File: src/rtl/fsm_ringcounter_gen.sv
// Ring / Johnson counter, N bits, with home pattern MSB-only and per-step wrap pulse.
// Optional illegal-state detection and recovery when RINGCNT_ERRCHK_EN is defined.
module fsm_ringcounter_gen #(
    parameter int N = 4
) (
    input  logic         clk,
    input  logic         reset,
    input  logic         enable_in,
    input  logic         dir_in,
    input  logic         mode_in,
    input  logic         load_in,
    input  logic [N-1:0] load_val,
    output logic [N-1:0] out,
    output logic         wrap_out,
    output logic         err_out
);

    localparam logic [N-1:0] HOME = {1'b1, {(N-1){1'b0}}};

    typedef enum logic [1:0] {
        ACT_HOLD,
        ACT_LOAD,
        ACT_RECOVER,
        ACT_STEP
    } act_e;

    logic [N-1:0] out_q, out_d;
    logic         wrap_q, wrap_d;
    logic         err_q, err_d;
    logic [N-1:0] step_val;
    logic         illegal;
    act_e         act;

`ifdef RINGCNT_ERRCHK_EN
    logic [N-1:0] inv_val;
    logic         one_hot;
    logic         low_run;
    logic         high_run;

    // A run of ones anchored at the LSB has no carry overlap with itself plus one.
    always_comb begin
        inv_val  = ~out_q;
        one_hot  = (out_q != '0) && ((out_q & (out_q - 1'b1)) == '0);
        low_run  = ((out_q & (out_q + 1'b1)) == '0);
        high_run = ((inv_val & (inv_val + 1'b1)) == '0);
        illegal  = mode_in ? !(low_run || high_run) : !one_hot;
    end
`else
    assign illegal = 1'b0;
`endif

    always_comb begin
        case ({mode_in, dir_in})
            2'b00:   step_val = {out_q[0], out_q[N-1:1]};
            2'b01:   step_val = {out_q[N-2:0], out_q[N-1]};
            2'b10:   step_val = {~out_q[0], out_q[N-1:1]};
            default: step_val = {out_q[N-2:0], ~out_q[N-1]};
        endcase
    end

    always_comb begin
        act = ACT_HOLD;
        if (load_in)        act = ACT_LOAD;
        else if (illegal)   act = ACT_RECOVER;
        else if (enable_in) act = ACT_STEP;
    end

    always_comb begin
        out_d  = out_q;
        wrap_d = 1'b0;
        err_d  = 1'b0;
        case (act)
            ACT_LOAD:    out_d = load_val;
            ACT_RECOVER: begin
                out_d = HOME;
                err_d = 1'b1;
            end
            ACT_STEP:    begin
                out_d  = step_val;
                wrap_d = (step_val == HOME);
            end
            default:     out_d = out_q;
        endcase
    end

    always_ff @(posedge clk) begin
        if (reset) begin
            out_q  <= HOME;
            wrap_q <= 1'b0;
            err_q  <= 1'b0;
        end else begin
            out_q  <= out_d;
            wrap_q <= wrap_d;
            err_q  <= err_d;
        end
    end

    assign out      = out_q;
    assign wrap_out = wrap_q;
    assign err_out  = err_q;

endmodule
File: config.mk
export PLATFORM = sky130hd
export DESIGN_NAME = fsm_ringcounter_gen
export DESIGN_NICKNAME = d
export VERILOG_FILES = /design/src/rtl/fsm_ringcounter_gen.sv
export SDC_FILE = /design/constraint.sdc
export NUM_CORES = 1
export LEC_CHECK = 0
export BUFFER_PORTS_ARGS = -buffer_cell sky130_fd_sc_hd__buf_2
export CAP_MARGIN = 20
export CORE_AREA = 5 5 42 44
export CTS_BUF_LIST = sky130_fd_sc_hd__clkbuf_8
export CTS_CLUSTER_DIAMETER = 40
export CTS_CLUSTER_SIZE = 28
export DETAILED_ROUTE_END_ITERATION = 10
export DIE_AREA = 0 0 47 49
export GPL_TIMING_DRIVEN = 0
export PLACE_DENSITY = 0.51
export SETUP_SLACK_MARGIN = 0.5
export SLEW_MARGIN = 10
export SYNTH_ARGS = -nofsm -noshare
export SYNTH_HDL_FRONTEND = slang
export SYNTH_SLANG_ARGS = --single-unit
File: constraint.sdc
create_clock -name clk -period 1.15 [get_ports clk]
set_input_delay 0 -clock clk [delete_from_list [all_inputs] [get_ports clk]]
set_output_delay 0 -clock clk [all_outputs]
set_load 0.02 [all_outputs]
==> run summary <==
Status -> complete, but fails checks
Failing checks -> negative hold slack
Post-DP Area -> 420 sq um
Biggest cell delay along the critical path -> 0.48 ns
Die H -> 49 um
Crit-path slowest cell -> or4b_4
WP data arrival -> 1.15 ns
Commonest non-fill, non-tap cell in the layout -> buf_6
Root buffer cell -> clkbuf_8
Critical Path Fanout Max -> 2
Die area -> 2300 sq um
Setup TNS -> 0 ns
Synth Area per Inst -> 8.90 sq um
CP required -> 1.26 ns
TritonCTS clock tree -> yes
Reg2reg start -> out[1]
Ys Warns -> 0
Cell area after layout -> 549 sq um
Cells after Synth -> 36
Crit path cell chain -> or4b_4 > o21ai_2 > a211oi_1
Hold depth -> 2
Initial DRC Count -> 14
Clock sinks -> 6
Largest net degree at the start of global routing -> 10
PortBufs -> 13
Fill cell count -> 149
Reg2Reg Setup Slack -> 0.11 ns
Wirelength per Cell -> 11.3 um
Commonest non-fill, non-tap cells in the layout -> buf_6 (9), buf_2 (8), a21oi_1 (4), dfxtp_4 (4)
TritonCTS buffer count -> 3
FMAX -> 959 MHz
Clock slew at reported path FFs -> 0.04 ns
Area grow syn2layout -> 71.5%
Max clock buf depth -> 2
# Max-Cap Violations -> 0
Vias in the first global route -> 295
Worst r2r dst -> out[0]
Router iterations before antenna repair -> 5
Chip width -> 47 um
RSZ-0062 raised after global routing -> true
Vias -> 332
Crit path kind -> register to register
Routed Antenna Nets -> 0
Later-pin clock latency in the skew report -> 0.22 ns
Hold path startpoint -> reset
Max Transition Viols Final -> 0
First-pass GRT wire length -> 1300 um
Setup ws final -> 0.107 ns
Post-route minimum period -> 1.04 ns
DR DRC count -> 0
Share of cells above drive strength 1 -> 57.1%
CORE AREA -> 1400 sq um
Pre-CTS setup slack -> 0.0971 ns
Mapped Nets -> 46
Worst Hold Path EP -> out[1]
Gr usage total -> 8.16%
Leakage power -> 0.000253 uW
Tcrit/Tclk final -> 90.7%
GRT Residual Overflow -> 0
IO Count -> 16
Hold WS -> -0.00311 ns
Routability Congestion -> 0.702
Synth Register Bits -> 6
Nets -> 67
Sequential element share of the synthesized area -> 37.5%
Ant diodes -> 0
Drt total wl -> 814 um
Final setup fails -> 0
Unique masters post-synth -> 21
Post-Syn Area -> 320 sq um
Sequential Area -> 138 sq um
Via/cell ratio -> 4.61
Initial antenna violation count -> 0
R2R cell count -> 3
Multi-input combinational cell area -> 190 sq um
Initial core utilization -> 22.9%
Final hold viol count -> 1
Setup crit end kind -> register
Tot Pwr -> 709 uW
DP HPWL -> 570 um
Worst hold path type -> input port to register
PwrDens -> 1290 nW/um^2
Rows -> 14
Startpoint types -> register
H-tree Lvls -> 1
Final setup skew -> 0.00620 ns
VDD IR max -> 0.703 mV
report_power, final:
part	total (uW)	internal, uW	switching, uW
Combinational	149	80.2	68.8
Sequential	238	222	16.0
Clock	322	229	92.7
Total	709	532	178
final cells by class:
cell class / count / area share (%)
buffer: 2 / 2.96
timing repair buffer: 16 / 24.1
clock buffer: 3 / 7.52
multi-input combinational: 26 / 34.6
clock inverter: 1 / 0.683
inverter: 2 / 1.37
sequential: 6 / 25.1
tap: 16 / 3.64
worst max path at each step:
stage | depth (start not counted) | end | startpoint | slack, ns
final | 3 | out[0] | out[1] | 0.11
after global routing | 3 | wrap_out | out[0] | 0.02
after CTS | 3 | out[0] | out[1] | 0.11
after detailed placement | 3 | out[0] | out[1] | 0.1
after global placement | 3 | out[0] | out[1] | 0.10
after floorplan | 3 | out[0] | out[1] | 0.09
cell families after synthesis:
group                     after synthesis  synth area share, %
muxes                                   2                 6.25
DFF                                     6                 37.5
AOI/OAI and AO/OA                      12                 25.8
buffers and inverters                   4                 7.42
other                                   1                 1.17
xor gates and xnor gates                2                 5.47
and+or+nand+nor                         9                 16.4
sequential cells by signal (all words and copies together), names as in the netlist:
register	flops
out	4
err_out	1
wrap_out	1
stage by stage:
stage	std cells	utilization, %
floorplan	36	-
global placement	65	30.0
detailed placement	65	30.0
CTS	70	36.5
global route	72	39.2
finish	72	39.2
cells in the mapped netlist, drive strengths merged:
master	number	area share (%)
xor2	2	5.5
nand2b	1	2.0
conb	1	1.2
nor2	2	2.3
mux2i	2	6.3
dfxtp	6	38
o21ai	2	4.3
buf	2	5.1
inv	2	2.3
nand2	3	3.5
o22ai	1	2.0
nor4	1	2.0
or4b	1	4.3
o2111ai	1	2.7
a21oi	4	6.3
a211oi	1	2.3
a211o	2	5.5
and3	1	2.3
o311ai	1	2.7
repair_timing:
action	CTS	global route
buffers inserted	1	2
setup endpoints to repair	11	11
pin swaps	1	4
hold endpoints to repair	3	0
gates resized for setup	13	5
layer usage:
| metal | up-vias | GRT usage [%] | share of wire [%] |
|---|---|---|---|
| met4 | 0 | 6.91 | 1.5 |
| li1 | 169 | - | - |
| met1 | 144 | 10.1 | 44 |
| met5 | - | 0 | 0 |
| met2 | 17 | 9.95 | 45 |
| met3 | 2 | 4.06 | 9.2 |
critical path: cells and delay by family (launching register included):
kind / cells / cell delay [ns]
flops: 1 / 0.34
compound gates: 2 / 0.12
simple gates: 1 / 0.48
(Power assumes the default switching activity.)
